`src/rtl/purchase_sequencer_if.sv`:
```
// -----------------------------------------------------------------------------
// purchase_sequencer_if
//
// Purpose : bundles the purchase request / vending-machine handshake of
//           purchase_sequencer into one interface.
//
// Signals :
//   buy_req     requester -> sequencer   request one purchase
//   item_out    machine   -> sequencer   item delivered
//   busy        sequencer -> requester   purchase in progress
//   coin_in     sequencer -> machine     one coin pulse
//   dispense    sequencer -> machine     level-held dispense request
//   cancel      sequencer -> machine     cancel pulse after a timeout
//   done        sequencer -> requester   one-cycle success pulse
//   error       sequencer -> requester   one-cycle timeout/cancel pulse
//   coins_sent  sequencer -> requester   coins issued in the current purchase
//   ok_count    sequencer -> requester   saturating success count   (PURCHASE_SEQ_STATS_EN)
//   err_count   sequencer -> requester   saturating error count     (PURCHASE_SEQ_STATS_EN)
//
// Modports:
//   master  the sequencer side (drives busy/coin_in/.../coins_sent)
//   slave   the requester / vending-machine side (drives buy_req, item_out)
//
// Configuration macro: PURCHASE_SEQ_STATS_EN adds ok_count / err_count.
// -----------------------------------------------------------------------------
interface purchase_sequencer_if;
    logic       buy_req;
    logic       item_out;
    logic       busy;
    logic       coin_in;
    logic       dispense;
    logic       cancel;
    logic       done;
    logic       error;
    logic [2:0] coins_sent;
`ifdef PURCHASE_SEQ_STATS_EN
    logic [7:0] ok_count;
    logic [7:0] err_count;

    modport master (
        input  buy_req, item_out,
        output busy, coin_in, dispense, cancel, done, error, coins_sent,
        output ok_count, err_count
    );

    modport slave (
        output buy_req, item_out,
        input  busy, coin_in, dispense, cancel, done, error, coins_sent,
        input  ok_count, err_count
    );
`else
    modport master (
        input  buy_req, item_out,
        output busy, coin_in, dispense, cancel, done, error, coins_sent
    );

    modport slave (
        output buy_req, item_out,
        input  busy, coin_in, dispense, cancel, done, error, coins_sent
    );
`endif
endinterface : purchase_sequencer_if

```
`src/rtl/purchase_sequencer.sv`:
```
// -----------------------------------------------------------------------------
// purchase_sequencer
//
// Purpose : drives one vending-machine purchase per accepted buy_req.
//           Issues PRICE coin pulses separated by GAP idle cycles, lets the
//           machine settle for two cycles, then holds dispense until the
//           machine reports item_out or TIMEOUT cycles elapse. A timeout is
//           answered with a one-cycle cancel/error pulse.
//
// Parameters:
//   PRICE    coin pulses per purchase            (1..7,   default 5)
//   GAP      idle cycles between coin pulses     (0..15,  default 2)
//   TIMEOUT  max cycles dispense is held         (1..255, default 16)
//
// Ports:
//   clk    rising-edge clock
//   rst_n  asynchronous active-low reset
//   bus    purchase_sequencer_if.master (buy_req, item_out in;
//          busy, coin_in, dispense, cancel, done, error, coins_sent out;
//          ok_count, err_count out when PURCHASE_SEQ_STATS_EN is defined)
//
// Configuration macro: PURCHASE_SEQ_STATS_EN adds saturating success / error
// counters. Without it those ports and counters do not exist.
//
// Every output is a flop; the output flops are loaded from the *next* state,
// so each output is valid in the same cycle the state register shows that
// state, with no combinational path from any input.
// -----------------------------------------------------------------------------
module purchase_sequencer #(
    parameter int PRICE   = 5,
    parameter int GAP     = 2,
    parameter int TIMEOUT = 16
) (
    input  logic                        clk,
    input  logic                        rst_n,
    purchase_sequencer_if.master        bus
);

    typedef enum logic [2:0] {
        ST_IDLE   = 3'd0,
        ST_COIN   = 3'd1,
        ST_GAP    = 3'd2,
        ST_SETTLE = 3'd3,
        ST_DISP   = 3'd4,
        ST_CANCEL = 3'd5
    } state_e;

    // ---------------------------------------------------------------------
    // State and counters
    // ---------------------------------------------------------------------
    state_e     state_q,      state_d;
    logic [2:0] coins_sent_q, coins_sent_d;
    logic [3:0] gap_cnt_q,    gap_cnt_d;     // cycles already spent in GAP
    logic       settle_cnt_q, settle_cnt_d;  // cycles already spent in SETTLE
    logic [7:0] wait_cnt_q,   wait_cnt_d;    // cycles already spent in DISP

    // Registered outputs
    logic busy_q,     busy_d;
    logic coin_in_q,  coin_in_d;
    logic dispense_q, dispense_d;
    logic cancel_q,   cancel_d;
    logic done_q,     done_d;
    logic error_q,    error_d;

    // Terminal-count conditions, evaluated against the current count
    logic last_coin;
    logic gap_over;
    logic wait_over;

    assign last_coin = (int'(coins_sent_q) + 1) == PRICE;
    assign gap_over  = (int'(gap_cnt_q)    + 1) == GAP;
    assign wait_over = (int'(wait_cnt_q)   + 1) == TIMEOUT;

    // ---------------------------------------------------------------------
    // Next-state logic
    // ---------------------------------------------------------------------
    always_comb begin
        // NOTE: every signal assigned here gets a default first, so no path
        // through the case leaves one unassigned and no latch is inferred.
        state_d      = state_q;
        coins_sent_d = coins_sent_q;
        gap_cnt_d    = gap_cnt_q;
        settle_cnt_d = settle_cnt_q;
        wait_cnt_d   = wait_cnt_q;
        done_d       = 1'b0;

        unique case (state_q)
            ST_IDLE: begin
                if (bus.buy_req) begin
                    state_d      = ST_COIN;
                    coins_sent_d = '0;
                end
            end

            ST_COIN: begin
                coins_sent_d = coins_sent_q + 3'd1;
                if (last_coin) begin
                    state_d      = ST_SETTLE;
                    settle_cnt_d = 1'b0;
                end else if (GAP == 0) begin
                    state_d = ST_COIN;
                end else begin
                    state_d   = ST_GAP;
                    gap_cnt_d = '0;
                end
            end

            ST_GAP: begin
                if (gap_over) begin
                    state_d = ST_COIN;
                end else begin
                    gap_cnt_d = gap_cnt_q + 4'd1;
                end
            end

            ST_SETTLE: begin
                // Two cycles: the first sets the flag, the second leaves.
                if (settle_cnt_q) begin
                    state_d    = ST_DISP;
                    wait_cnt_d = '0;
                end else begin
                    settle_cnt_d = 1'b1;
                end
            end

            ST_DISP: begin
                // item_out wins over a timeout landing in the same cycle.
                if (bus.item_out) begin
                    state_d = ST_IDLE;
                    done_d  = 1'b1;
                end else if (wait_over) begin
                    state_d = ST_CANCEL;
                end else begin
                    wait_cnt_d = wait_cnt_q + 8'd1;
                end
            end

            ST_CANCEL: begin
                state_d = ST_IDLE;
            end

            default: begin
                state_d = ST_IDLE;
            end
        endcase

        // Outputs follow the state being entered, so they line up with it.
        // busy is already low in the CANCEL (error) cycle and in the IDLE
        // cycle that carries done.
        busy_d     = (state_d == ST_COIN)   || (state_d == ST_GAP) ||
                     (state_d == ST_SETTLE) || (state_d == ST_DISP);
        coin_in_d  = (state_d == ST_COIN);
        dispense_d = (state_d == ST_DISP);
        cancel_d   = (state_d == ST_CANCEL);
        error_d    = (state_d == ST_CANCEL);
    end

    // ---------------------------------------------------------------------
    // State register
    // ---------------------------------------------------------------------
    always_ff @(posedge clk or negedge rst_n) begin
        if (!rst_n) begin
            state_q      <= ST_IDLE;
            coins_sent_q <= '0;
            gap_cnt_q    <= '0;
            settle_cnt_q <= 1'b0;
            wait_cnt_q   <= '0;
            busy_q       <= 1'b0;
            coin_in_q    <= 1'b0;
            dispense_q   <= 1'b0;
            cancel_q     <= 1'b0;
            done_q       <= 1'b0;
            error_q      <= 1'b0;
        end else begin
            // NOTE: non-blocking assignments so every flop samples the
            // pre-edge values, independent of statement order.
            state_q      <= state_d;
            coins_sent_q <= coins_sent_d;
            gap_cnt_q    <= gap_cnt_d;
            settle_cnt_q <= settle_cnt_d;
            wait_cnt_q   <= wait_cnt_d;
            busy_q       <= busy_d;
            coin_in_q    <= coin_in_d;
            dispense_q   <= dispense_d;
            cancel_q     <= cancel_d;
            done_q       <= done_d;
            error_q      <= error_d;
        end
    end

    assign bus.busy       = busy_q;
    assign bus.coin_in    = coin_in_q;
    assign bus.dispense   = dispense_q;
    assign bus.cancel     = cancel_q;
    assign bus.done       = done_q;
    assign bus.error      = error_q;
    assign bus.coins_sent = coins_sent_q;

`ifdef PURCHASE_SEQ_STATS_EN
    // ---------------------------------------------------------------------
    // Saturating purchase statistics, stepped together with done / error
    // ---------------------------------------------------------------------
    logic [7:0] ok_count_q,  ok_count_d;
    logic [7:0] err_count_q, err_count_d;

    always_comb begin
        ok_count_d  = ok_count_q;
        err_count_d = err_count_q;
        if (done_d && (ok_count_q != 8'hFF)) begin
            ok_count_d = ok_count_q + 8'd1;
        end
        if (error_d && (err_count_q != 8'hFF)) begin
            err_count_d = err_count_q + 8'd1;
        end
    end

    always_ff @(posedge clk or negedge rst_n) begin
        if (!rst_n) begin
            ok_count_q  <= '0;
            err_count_q <= '0;
        end else begin
            ok_count_q  <= ok_count_d;
            err_count_q <= err_count_d;
        end
    end

    assign bus.ok_count  = ok_count_q;
    assign bus.err_count = err_count_q;
`endif

endmodule : purchase_sequencer

```
`src/flat_wrapper.sv`:
```
// flat-port wrapper written by rule: the top's interface ports become plain ports
module purchase_sequencer_flat 
#(
    parameter int PRICE   = 5,
    parameter int GAP     = 2,
    parameter int TIMEOUT = 16
)
  (clk, rst_n, bus_buy_req, bus_item_out, bus_busy, bus_coin_in, bus_dispense, bus_cancel, bus_done, bus_error, bus_coins_sent);
  purchase_sequencer_if bus_i ();
  input  logic clk;
  input  logic rst_n;
  input wire logic [$bits(bus_i.buy_req)-1:0] bus_buy_req;
  input wire logic [$bits(bus_i.item_out)-1:0] bus_item_out;
  output wire logic [$bits(bus_i.busy)-1:0] bus_busy;
  output wire logic [$bits(bus_i.coin_in)-1:0] bus_coin_in;
  output wire logic [$bits(bus_i.dispense)-1:0] bus_dispense;
  output wire logic [$bits(bus_i.cancel)-1:0] bus_cancel;
  output wire logic [$bits(bus_i.done)-1:0] bus_done;
  output wire logic [$bits(bus_i.error)-1:0] bus_error;
  output wire logic [$bits(bus_i.coins_sent)-1:0] bus_coins_sent;
  assign bus_i.buy_req = bus_buy_req;
  assign bus_i.item_out = bus_item_out;
  assign bus_busy = bus_i.busy;
  assign bus_coin_in = bus_i.coin_in;
  assign bus_dispense = bus_i.dispense;
  assign bus_cancel = bus_i.cancel;
  assign bus_done = bus_i.done;
  assign bus_error = bus_i.error;
  assign bus_coins_sent = bus_i.coins_sent;
  purchase_sequencer #(.PRICE(PRICE), .GAP(GAP), .TIMEOUT(TIMEOUT)) u_core (.clk(clk), .rst_n(rst_n), .bus(bus_i));
endmodule
```
`config.mk`:
```
export PLATFORM = sky130hd
export DESIGN_NAME = purchase_sequencer_flat
export DESIGN_NICKNAME = d
export VERILOG_FILES = /design/src/rtl/purchase_sequencer_if.sv /design/src/rtl/purchase_sequencer.sv /design/src/flat_wrapper.sv
export SDC_FILE = /design/constraint.sdc
export NUM_CORES = 1
export LEC_CHECK = 0
export CAP_MARGIN = 10
export CELL_PAD_IN_SITES_DETAIL_PLACEMENT = 1
export CELL_PAD_IN_SITES_GLOBAL_PLACEMENT = 1
export CORE_ASPECT_RATIO = 1.1
export CORE_MARGIN = 4
export CORE_UTILIZATION = 43
export DETAILED_ROUTE_END_ITERATION = 6
export MAX_ROUTING_LAYER = met4
export PLACE_DENSITY = 0.83
export REMOVE_ABC_BUFFERS = 1
export SLEW_MARGIN = 15
export SYNTH_ARGS = -nofsm -noshare
export SYNTH_HDL_FRONTEND = slang
export SYNTH_SLANG_ARGS = --single-unit
```
`constraint.sdc`:
```
create_clock -name clk -period 2.4 [get_ports clk]
set_clock_uncertainty 0.1 [all_clocks]
set_input_delay 0.6 -clock clk [delete_from_list [all_inputs] [get_ports clk]]
set_output_delay 0.6 -clock clk [all_outputs]
set_load 0.02 [all_outputs]
```
==> out/metrics.yaml <==
yosysTopAreaCellShare_pct: 44.86
nets: 172
port_buffers: 12
routed.top_layer: "met4"
drive_above_1_share_pct: 13.58
internal_power_uw: 1059
hold_viol: 0
p_per_area_nw_per_um2: 1110
r2r_end: "u_core.wait_cnt_q[4]"
syn_to_final_growth_pct: 18.88
status: "completed"
die_h_um: 66.52
cts_tree: "yes"
synthTopCellsByArea: "dfrtp_1 (45%), ha_1 (4.7%), nand2_1 (4.2%)"
met3WireLength_um: 63
end_kind: "flop"
fin_tns_setup_ns: 0
combPwrFrac_pct: 46.5
synthFlopType: "dfrtp_1"
arrival_ns: 2.38
die_w_um: 61.20
period_share_pct: 94.63
initial_core_util_pct: 46.52
syn_area_um2: 1339
cts_buffers: 3
peakVddDrop_uv: 597.4
multi_input_area_um2: 689.4
layout_common_cells: "dfrtp_1 (23), nand2_1 (15), clkdlybuf4s50_1 (12), nor2_1 (10), a21oi_1 (10)"
clockRootBuffer: "clkbuf_4"
track_usage_pct: 18.76
stdcell_count: 195
ys_ff_latch: 24
clock_power_share_pct: 16.6
layout_commonest_cell: "dfrtp_1"
p_sw_share_pct: 40.05
power_frac_seq_pct: 36.9
rows: 20
drtPass1Iterations: 4
grt_antenna_before_repair: 0
place.detailed.hpwl_um: 2359
ys_types: 47
r2r_cells: 5
total_power_uw: 1766
overflow: 0
io_pins: 13
tightest_slew_ns: 0.4286
grt_pass1_wl_um: 5644
fill_cells: 349
dp_cells: 191
rsz0062_at_grt: "no"
drv_slew: 0
netlist_instances: 141
async_flop_share_pct: 100.0
vias_per_cell: 5.764
dr_wl_met2_um: 1626
start_kind: "flop"
core_area_um2: 2878
wl_met1_um: 1412
r2r-start: "u_core.state_q[1]"
clock_latency_ns: 0.32
critPathKind: "reg2reg"
ys_seq_area_share_pct: 44.86
rrSetupSlack_ns: 0.13
clk_path_buf_depth: 2
yosysTopAreaCell: "dfrtp_1"
cap_violations: 0
wl_um: 3130
hold_start: "u_core.gap_cnt_q[0]"
grt_start_max_net_pins: 25
required_ns: 2.51
setup_viol: 0
fmax_mhz: 440.3
synth-edff-count: 0
n_antenna_cell: 0
regArea_um2: 601.8
drt_iter0_markers: 23
power_leakage_uw: 0.0007127
cts_sinks: 24
utilization_pct: 55.30
wl_per_cell_um: 16.05
synth_warnings: 0
slew_headroom_pct: 71.13
die_area_um2: 4071
drc_errors: 0
holdPathEnd: "u_core.gap_cnt_q[0]"
clk_pin_slew_ns: 0.13
synth.avg_cell_area_um2: 9.495
crit_fanout: 8
postRouteAntennaNets: 0
hold_path.class: "reg2reg"
place_congestion: 0.8321
hold_depth: 1
vias: 1124
min_period_ns: 2.271
grt_pass1_vias: 1220
power.switching_uw: 707.2
htreeDepth: 1
fin_hold_ws_ns: 0.4665
-- per-layer routing --
layer | GRT usage, % | vias to the layer above
li1 | - | 551
met5 | - | -
met2 | 32.01 | 12
met4 | 4.065 | 0
met3 | 2.907 | 4
met1 | 23.11 | 557
-- metrics by stage --
step	instance area (um2)	setup slack, ns
after floorplan	1316	0.1726
after global placement	1538	-0.1132
after detailed placement	1538	-0.1514
after CTS	1590	0.1060
after global routing	1592	0.01243
final	1592	0.1289
-- cell usage after synthesis (2+ instances only) --
| cell | number |
|---|---|
| a21oi_1 | 10 |
| o31ai_1 | 2 |
| dfrtp_1 | 24 |
| nor2b_1 | 5 |
| a21o_1 | 2 |
| nand2_1 | 15 |
| nand3_1 | 7 |
| o21ai_0 | 7 |
| and2_1 | 2 |
| a22o_1 | 2 |
| a31oi_1 | 3 |
| nand4b_1 | 2 |
| o21a_1 | 2 |
| nand2b_1 | 2 |
| and3_1 | 5 |
| inv_1 | 6 |
| nor2_1 | 10 |
| ha_1 | 5 |
| o221ai_1 | 2 |
-- timing repair --
item / 4_1_cts / 5_1_grt
gates resized for setup: 0 / 1
buffers inserted: 0 / 0
endpoints found under the setup margin: 0 / 1
hold buffers: 0 / 0
-- how the worst max path moves through the flow --
stage,startpoint,to,slack (ns),depth (start not counted)
after detailed placement,bus_item_out,u_core.wait_cnt_q[1],-0.15,5
after global placement,bus_item_out,u_core.wait_cnt_q[0],-0.11,5
after floorplan,u_core.state_q[0],u_core.wait_cnt_q[0],0.17,5
after global routing,u_core.wait_cnt_q[0],u_core.wait_cnt_q[0],0.01,6
final,u_core.state_q[1],u_core.wait_cnt_q[4],0.13,5
after CTS,u_core.state_q[1],u_core.wait_cnt_q[1],0.11,5
-- power by group through the flow --
stage | Sequential [uW] | Clock [uW] | Combinational [uW]
3_3_place_gp | 644 | 0 | 782
6_report | 651 | 294 | 822
2_1_floorplan | 696 | 0 | 456
3_5_place_dp | 661 | 0 | 832
4_1_cts | 652 | 300 | 834
5_1_grt | 673 | 324 | 938
-- flip-flops by register name, summed over array words and instances (netlist names) --
signal and flops:
u_core.bus.busy 1, u_core.bus.cancel 1, u_core.bus.coin_in 1, u_core.bus.coins_sent 3
u_core.bus.dispense 1, u_core.bus.done 1, u_core.gap_cnt_q 4, u_core.settle_cnt_q 1
u_core.state_q 3, u_core.wait_cnt_q 8
-- area by class of cell --
cell class | count | area share, %
Clock buffer | 3 | 1.415
Clock inverter | 1 | 1.887
Inverter | 7 | 1.651
Multi-Input combinational cell | 107 | 43.32
Sequential cell | 24 | 37.81
Tap cell | 33 | 2.594
Timing Repair Buffer | 20 | 11.32
-- cells by family (layout without fill, tap and decap cells) --
group	Yosys count	after routing	synth area share, %
flops	24	24	44.86
buf+inv	10	31	3.644
compound gates	39	39	19.91
fa+ha+maj	5	5	4.673
simple gates	60	60	24.86
mux	1	1	0.7477
xor+xnor	2	2	1.309
-- critical path: stages, from the launching register on --
cell and delay, ns:
dfrtp_1 0.49, or3b_1 0.41, or4_4 0.43, a221o_1 0.37
o211ai_2 0.26, o31ai_1 0.10
No activity file was read; power rests on OpenSTA's default activity.
